--- src/rtl/fp4_stream_unpack.sv ---
// FP4 (E2M1) to FP9 (1/5/3, bias 15) streaming gearbox: one wide packed word in,
// BEATS narrow beats out, with per-word IEEE-like/OCP format and sticky exception flags.
//
// state   | meaning
// --------+---------------------------------------------------------------
// S_EMPTY | no word held; out_valid=0, in_ready=1
// S_FULL  | word held; beat cnt_q is presented on the output
module fp4_stream_unpack #(
  parameter int IN_LANES  = 8,
  parameter int OUT_LANES = 2
) (
  input  logic                   clk,
  input  logic                   rst,
  input  logic                   in_valid,
  output logic                   in_ready,
  input  logic [4*IN_LANES-1:0]  in_data,
  input  logic                   in_fmt,
  output logic                   out_valid,
  input  logic                   out_ready,
  output logic [9*OUT_LANES-1:0] out_data,
  output logic [OUT_LANES-1:0]   out_invalid,
  output logic                   out_last,
  input  logic                   flag_clr,
  output logic                   sticky_invalid,
  output logic                   sticky_inf
);

  localparam int BEATS = IN_LANES / OUT_LANES;
  localparam int CW    = (BEATS > 1) ? $clog2(BEATS) : 1;
  localparam logic [CW-1:0] CNT_LAST = CW'(BEATS - 1);

  typedef enum logic {
    S_EMPTY = 1'b0,
    S_FULL  = 1'b1
  } state_t;

  state_t                 state_q, state_d;
  logic [4*IN_LANES-1:0]  word_q, word_d;
  logic                   fmt_q, fmt_d;
  logic [CW-1:0]          cnt_q, cnt_d;
  logic                   sticky_invalid_q, sticky_invalid_d;
  logic                   sticky_inf_q, sticky_inf_d;

  logic                   full;
  logic                   in_hs;
  logic                   out_hs;
  logic                   last_beat;
  logic [31:0]            beat_shift;
  logic [4*IN_LANES-1:0]  word_sh;
  logic [4*OUT_LANES-1:0] beat_nib;
  logic [9*OUT_LANES-1:0] lane_fp9;
  logic [OUT_LANES-1:0]   lane_nan;
  logic [OUT_LANES-1:0]   lane_inf;

  function automatic logic [8:0] fp4_to_fp9(input logic [3:0] nib, input logic ocp);
    logic [8:0] res;
    logic       s;
    logic       m;
    s = nib[3];
    m = nib[0];
    case (nib[2:1])
      2'b00:   res = m ? {s, 5'b01110, 3'b000} : {s, 8'b0};
      2'b01:   res = {s, 5'b01111, m, 2'b00};
      2'b10:   res = {s, 5'b10000, m, 2'b00};
      default: res = ocp ? {s, 5'b10001, m, 2'b00} : {s, 5'b11111, 2'b00, m};
    endcase
    return res;
  endfunction

  assign full      = (state_q == S_FULL);
  assign last_beat = full && (cnt_q == CNT_LAST);
  assign out_hs    = full & out_ready;
  // Refilling on the last handshake keeps back-to-back words bubble-free.
  assign in_ready  = ~full | (out_ready & last_beat);
  assign in_hs     = in_valid & in_ready;

  always_comb begin
    beat_shift = 32'(cnt_q) * 32'(4 * OUT_LANES);
    word_sh    = word_q >> beat_shift;
    beat_nib   = word_sh[4*OUT_LANES-1:0];
  end

  always_comb begin
    lane_fp9 = '0;
    lane_nan = '0;
    lane_inf = '0;
    for (int j = 0; j < OUT_LANES; j++) begin
      lane_fp9[9*j +: 9] = fp4_to_fp9(beat_nib[4*j +: 4], fmt_q);
      lane_nan[j] = ~fmt_q & (beat_nib[4*j+2 -: 2] == 2'b11) &  beat_nib[4*j];
      lane_inf[j] = ~fmt_q & (beat_nib[4*j+2 -: 2] == 2'b11) & ~beat_nib[4*j];
    end
  end

  assign out_valid      = full;
  assign out_data       = lane_fp9;
  assign out_invalid    = full ? lane_nan : '0;
  assign out_last       = last_beat;
  assign sticky_invalid = sticky_invalid_q;
  assign sticky_inf     = sticky_inf_q;

  always_comb begin
    state_d = state_q;
    word_d  = word_q;
    fmt_d   = fmt_q;
    cnt_d   = cnt_q;
    case (state_q)
      S_EMPTY: begin
        if (in_hs) begin
          state_d = S_FULL;
          word_d  = in_data;
          fmt_d   = in_fmt;
          cnt_d   = '0;
        end
      end
      S_FULL: begin
        if (out_hs) begin
          if (last_beat) begin
            cnt_d = '0;
            if (in_hs) begin
              word_d = in_data;
              fmt_d  = in_fmt;
            end else begin
              state_d = S_EMPTY;
            end
          end else begin
            cnt_d = cnt_q + CW'(1);
          end
        end
      end
      default: state_d = S_EMPTY;
    endcase
  end

  // A set from the current handshake overrides a simultaneous clear.
  always_comb begin
    sticky_invalid_d = sticky_invalid_q;
    sticky_inf_d     = sticky_inf_q;
    if (flag_clr) begin
      sticky_invalid_d = 1'b0;
      sticky_inf_d     = 1'b0;
    end
    if (out_hs) begin
      sticky_invalid_d = sticky_invalid_d | (|lane_nan);
      sticky_inf_d     = sticky_inf_d | (|lane_inf);
    end
  end

  always_ff @(posedge clk) begin
    if (rst) begin
      state_q          <= S_EMPTY;
      word_q           <= '0;
      fmt_q            <= 1'b0;
      cnt_q            <= '0;
      sticky_invalid_q <= 1'b0;
      sticky_inf_q     <= 1'b0;
    end else begin
      state_q          <= state_d;
      word_q           <= word_d;
      fmt_q            <= fmt_d;
      cnt_q            <= cnt_d;
      sticky_invalid_q <= sticky_invalid_d;
      sticky_inf_q     <= sticky_inf_d;
    end
  end

endmodule
--- config.mk ---
export PLATFORM = sky130hd
export DESIGN_NAME = fp4_stream_unpack
export DESIGN_NICKNAME = d
export VERILOG_FILES = /design/src/rtl/fp4_stream_unpack.sv
export SDC_FILE = /design/constraint.sdc
export NUM_CORES = 1
export LEC_CHECK = 0
export ABC_AREA = 1
export CORE_MARGIN = 3
export CORE_UTILIZATION = 40
export CTS_CLUSTER_DIAMETER = 120
export DETAILED_ROUTE_END_ITERATION = 7
export MAX_ROUTING_LAYER = met4
export PLACE_DENSITY = 0.82
export SKIP_LAST_GASP = 1
export SYNTH_ARGS = -nofsm -noshare
export SYNTH_HDL_FRONTEND = slang
export SYNTH_SLANG_ARGS = --single-unit
export TNS_END_PERCENT = 20
--- constraint.sdc ---
create_clock -name clk -period 3.59 [get_ports clk]
set_input_delay 0.359 -clock clk [delete_from_list [all_inputs] [get_ports clk]]
set_output_delay 0.359 -clock clk [all_outputs]
set_load 0.01 [all_outputs]
### Yosys cells after proc, flatten, opt, wreduce, memory -nomap -nowiden

Cells that the tools add are included.
Widths: inputs -> output; s select.

| word-level totals | value |
|---|---|
| register bits | 38 |
| input port bits | 38 |
| output and inout bits | 25 |

| cells by class | value |
|---|---|
| add/subtract/negate cells | 1 |
| equality and inequality tests | 10 |
| shift-type cells | 1 |
| multiplexer cells | 27 |
| bitwise gates (word level) | 16 |
| reductions and logical operators | 7 |

Operator list:

| kind | number |
|---|---|
| $mux 32 | 3 |
| $pmux 32 s2 | 1 |
| $pmux 8 s3 | 2 |
| $shr 32x5->8 | 1 |
| $mux 7 | 4 |
| $eq 2x2->1 const B | 5 |
| $mux 1 | 10 |
| $and 1x1->1 | 9 |
| $mux 2 | 4 |
| $eq 2x1->1 const B | 2 |
| $logic_not 2->1 | 2 |
| $ne 2x1->1 const B | 2 |
| $not 1->1 | 4 |
| $pmux 1 s2 | 2 |
| $pmux 2 s2 | 1 |
| $reduce_and 2->1 | 2 |
| $reduce_or 2->1 | 2 |
| $or 1x1->1 | 3 |
| $add 2x1->2 const B | 1 |
| $ne 2x2->1 const B | 1 |
| $logic_and 1x1->1 | 1 |

### Logic depth before layout (Yosys ltp)

| depth | value |
|---|---|
| depth in word-level cells | 9 |
| mapped depth | 11 |
| depth with buffers taken out | 9 |

### Least setup slack after synthesis

OpenSTA, ideal clock, no wires.

| path | value |
|---|---|
| path kind | register -> output |
| start point | register cnt_q[1] |
| end point | output out_data[14] |
| arrival | 1.275 ns |
| required time | 3.231 ns |
| path slack | 1.956 ns |
| cell stages (with the launch flop) | 9 |
| cell sequence | dfxtp_1 buf_6 inv_2 nand3_1 nand2_2 inv_1 o21ai_1 nand2_1 buf_4 |

| between the ends | value |
|---|---|
| word-level cells in the longest chain between the ends | 3 |

RTL lines:

| element | line | RTL |
|---|---|---|
| start, declared | 40 | `logic [CW-1:0] cnt_q, cnt_d;` |
| start signal, assigned | 160 | `cnt_q <= cnt_d;` |
| $shr 32x5->8 (*) | 79 | `word_sh = word_q >> beat_shift;` |
| $eq 2x2->1, or another cell as far along | 61 | `case (nib[2:1])` |
| $pmux 8 s3 (*) | 61 |  |
| end, declared | 20 | `output logic [9*OUT_LANES-1:0] out_data,` |

Every way passes the cells marked *; elsewhere a longest branch is shown, timed or not.

### Final worst setup path

| path | value |
|---|---|
| start point | register cnt_q[0] |
| end point | output out_data[2] |

| between the ends | value |
|---|---|
| word-level cells in the longest chain between the ends | 3 |

RTL lines:

| element | line |
|---|---|
| $shr 32x5->8 (*) | 79 |
| $eq 2x2->1, or another cell as far along | 61 |
| $pmux 8 s3 (*) | 61 |

Marks and branches as above.

==> impl_metrics.prom <==
# TYPE chip_impl_metric gauge
chip_impl_metric{name="maxCapViolCount",unit=""} 0
chip_impl_metric{name="number_of_global_route_vias_before_repair",unit=""} 1712
chip_impl_metric{name="globalRouteTotalUtil",unit="%"} 17.5
chip_impl_metric{name="htree_levels",unit=""} 2
chip_impl_metric{name="place.gp.congestion",unit=""} 0.816
chip_impl_metric{name="row_count",unit=""} 24
chip_impl_metric{name="floorplan.initialDensity",unit="%"} 42.6
chip_impl_info{name="synth_top_cell_by_area",value="dfxtp_1"} 1
chip_impl_metric{name="skew",unit="ns"} 0.00236
chip_impl_metric{name="number_of_ports_placed_on_the_die_boundary",unit=""} 63
chip_impl_info{name="post_synth_main_area_contributors",value="dfxtp_1 (40%), nand2_1 (20%), a21oi_1 (10%)"} 1
chip_impl_metric{name="core",unit="sq mm"} 0.00450
chip_impl_metric{name="placement.io_buffers",unit=""} 60
chip_impl_metric{name="clk_transition_reported_paths",unit="ns"} 0.07
chip_impl_metric{name="yosysWarningCount",unit=""} 0
chip_impl_info{name="holdCritPathClass",value="reg2reg"} 1
chip_impl_metric{name="peakVddDrop",unit="V"} 0.000207
chip_impl_metric{name="placed_cell_area",unit="sq mm"} 0.00245
chip_impl_metric{name="cts_inserted_buffers",unit=""} 5
chip_impl_metric{name="nets",unit=""} 355
chip_impl_info{name="yosys_most_used_dff",value="dfxtp_1"} 1
chip_impl_metric{name="wire_per_inst",unit="um"} 12.2
chip_impl_metric{name="setup_viol",unit=""} 0
chip_impl_info{name="worst_r2r_startpoint",value="cnt_q[0]"} 1
chip_impl_metric{name="postCtsSetupBuffers",unit=""} 0
chip_impl_metric{name="detailroute.via_count",unit=""} 1836
chip_impl_metric{name="dieArea",unit="sq mm"} 0.00566
chip_impl_metric{name="maximum_number_of_pins_on_one_net_before_global_route_repair",unit=""} 39
chip_impl_metric{name="ys_ff_latch",unit=""} 38
chip_impl_metric{name="crit_path_max_fanout",unit=""} 19
chip_impl_info{name="grt_setup_unrepaired",value="false"} 1
chip_impl_metric{name="diodes",unit=""} 0
chip_impl_metric{name="detail_route.iter0.violations",unit=""} 119
chip_impl_metric{name="ys_async_sr_fraction",unit="%"} 0
chip_impl_info{name="tritoncts",value="done"} 1
chip_impl_info{name="cp-startpoint",value="cnt_q[0]"} 1
chip_impl_metric{name="cts_hold_buf",unit=""} 0
chip_impl_metric{name="final-max-slew-violation-count",unit=""} 0
chip_impl_metric{name="chipHeight",unit="um"} 75.2
chip_impl_metric{name="die_width",unit="um"} 75.2
chip_impl_metric{name="synthToLayoutAreaGrowth",unit="%"} 32.6
chip_impl_metric{name="cp_data_required_time",unit="ns"} 3.23
chip_impl_metric{name="worst_slew_pin_tran",unit="ns"} 0.720
chip_impl_info{name="synth_most_common_cell",value="nand2_1"} 1
chip_impl_metric{name="synthDistinctLibCells",unit=""} 30
chip_impl_metric{name="firstDrtPassIters",unit=""} 4
chip_impl_metric{name="final_core_utilization",unit="%"} 56.4
chip_impl_metric{name="post_cts_resized",unit=""} 0
chip_impl_metric{name="grt_overflow",unit=""} 0
chip_impl_metric{name="clock_sink_count",unit=""} 38
chip_impl_metric{name="post-route-drc-count",unit=""} 0
chip_impl_metric{name="final_area",unit="sq mm"} 0.00254
chip_impl_metric{name="worst_ep_arrival_time",unit="ns"} 2.44
chip_impl_metric{name="hpwl",unit="mm"} 3.33
chip_impl_metric{name="finalHoldViolations",unit=""} 0
chip_impl_info{name="root_buffer_cell",value="clkbuf_8"} 1
chip_impl_metric{name="avgViaCountPerCell",unit=""} 4.98
chip_impl_metric{name="drt_wl_total",unit="mm"} 4.49
chip_impl_metric{name="worst_skew_pair.late_latency",unit="ns"} 0.29
chip_impl_metric{name="grt_antenna_before_repair",unit=""} 0
chip_impl_metric{name="synth_largest_type_area_fraction",unit="%"} 39.7
chip_impl_metric{name="syn_area_per_cell",unit="sq um"} 7.21
chip_impl_info{name="outcome",value="complete, no violations"} 1
chip_impl_info{name="yosys-top-cells-count",value="nand2_1 (103), a21oi_1 (39), dfxtp_1 (38)"} 1
chip_impl_metric{name="p_leak",unit="nW"} 1.02
chip_impl_metric{name="finalPower",unit="W"} 0.000959
chip_impl_metric{name="drive_gt1_share",unit="%"} 13.2
chip_impl_metric{name="period_share",unit="%"} 78.0
chip_impl_metric{name="synth_cells",unit=""} 266
chip_impl_metric{name="post-route-min-period",unit="ns"} 2.80
chip_impl_info{name="setup.worst_path.end_class",value="primary output"} 1
chip_impl_info{name="timing.hold.worst.start",value="word_q[23]"} 1
chip_impl_info{name="critical_path.startpoint_type",value="flop"} 1
chip_impl_metric{name="grt_pass1_wl",unit="mm"} 7.38
chip_impl_metric{name="synth_enable_flop_cells",unit=""} 0
chip_impl_metric{name="final.setup.tns",unit="ns"} 0
chip_impl_metric{name="post_synth_instance_area",unit="sq mm"} 0.00192
chip_impl_info{name="worstSetupPathType",value="reg2out"} 1
chip_impl_metric{name="power-per-cell-area",unit="mW/mm^2"} 377
chip_impl_metric{name="postRouteAntennaNets",unit=""} 0
chip_impl_metric{name="max-clock-path-buffers",unit=""} 2
chip_impl_metric{name="synth_sequential_area_ratio",unit="%"} 39.7
chip_impl_metric{name="slew-limit-headroom",unit="%"} 51.9
chip_impl_metric{name="timing.fmax",unit="MHz"} 357
-- worst max-delay path, cell delays in order (launching register included) --
cell             delay (ns)
dfxtp_1                0.79
inv_8                  0.13
nand2_1                0.11
nand3_1                0.07
nand2_1                0.13
inv_2                  0.08
nand2_1                0.10
nand2_1                0.05
a21oi_1                0.13
clkdlybuf4s50_1        0.55
-- sequential cells by signal, summed over array words and instances (netlist names) --
register and flops:
out_valid 1, fmt_q 1, cnt_q 2, word_q 32
sticky_invalid 1, sticky_inf 1
-- through the flow --
stage / std cells / setup WS (ns) / hold WS [ns]
detailed placement: 361 / 1.14 / 0.455
global route: 369 / 0.578 / 0.486
CTS: 369 / 0.802 / 0.465
floorplan: 267 / 1.96 / 0.436
finish: 369 / 0.789 / 0.464
global placement: 361 / 1.19 / 0.453
-- cell type report --
cell class	instances	area [sq um]
Clock buffer	6	82.6
Timing Repair Buffer	62	616
Multi-Input combinational cell	192	932
Tap cell	52	65.1
Clock inverter	2	12.5
Sequential cell	38	761
Fill cell	446	1960
Inverter	17	73.8
-- final timing paths --
check | endpoint | slack [ns] | cells after the start
setup / recovery | out_data[2] | 0.79 | 9
hold reg to reg | word_q[23] | 0.46 | 2
setup reg to reg | word_q[5] | 1.66 | 6
hold / removal | word_q[23] | 0.46 | 2
-- layer usage --
metal | GRT usage, % | vias up | wire, um
li1 | - | 936 | -
met1 | 20.4 | 837 | 2020
met2 | 29.2 | 55 | 2140
met3 | 5.47 | 8 | 281
met4 | 4.66 | 0 | 56
met5 | - | - | 0
-- cell usage in the layout (no fill, tap or decap) --
cell type and count:
inv_4 1, nand2_4 1, nand4_1 1, o22ai_1 2
a21oi_1 39, conb_1 2, nor2_8 1, clkbuf_8 6
inv_8 1, nor2_4 1, clkinvlp_4 1, ha_1 1
nand3_1 8, o21ai_0 4, nor2_1 6, nand3_2 7
nor2_2 1, a21oi_2 3, inv_2 6, o21ai_1 2
clkinv_2 1, inv_1 9, clkdlybuf4s50_1 60, nand2_1 103
dfxtp_1 38, nand2_2 9, buf_4 2, nand3_4 1
-- power by group --
| part | total [W] | switching, W | internal [W] |
|---|---|---|---|
| combinational | 0.000190 | 0.0000919 | 0.0000977 |
| clock | 0.000307 | 0.000153 | 0.000154 |
| sequential | 0.000462 | 0.0000186 | 0.000444 |
| total | 0.000959 | 0.000263 | 0.000696 |
-- cells by family after synthesis --
kind of cell / after synthesis / synth area share (%)
simple gates: 139 / 33.8
buf+inv: 37 / 11.9
fa+ha+maj: 1 / 0.652
compound gates: 50 / 13.8
flops: 38 / 39.7
other cells: 1 / 0.196
Power figures use the tool's default switching activity.
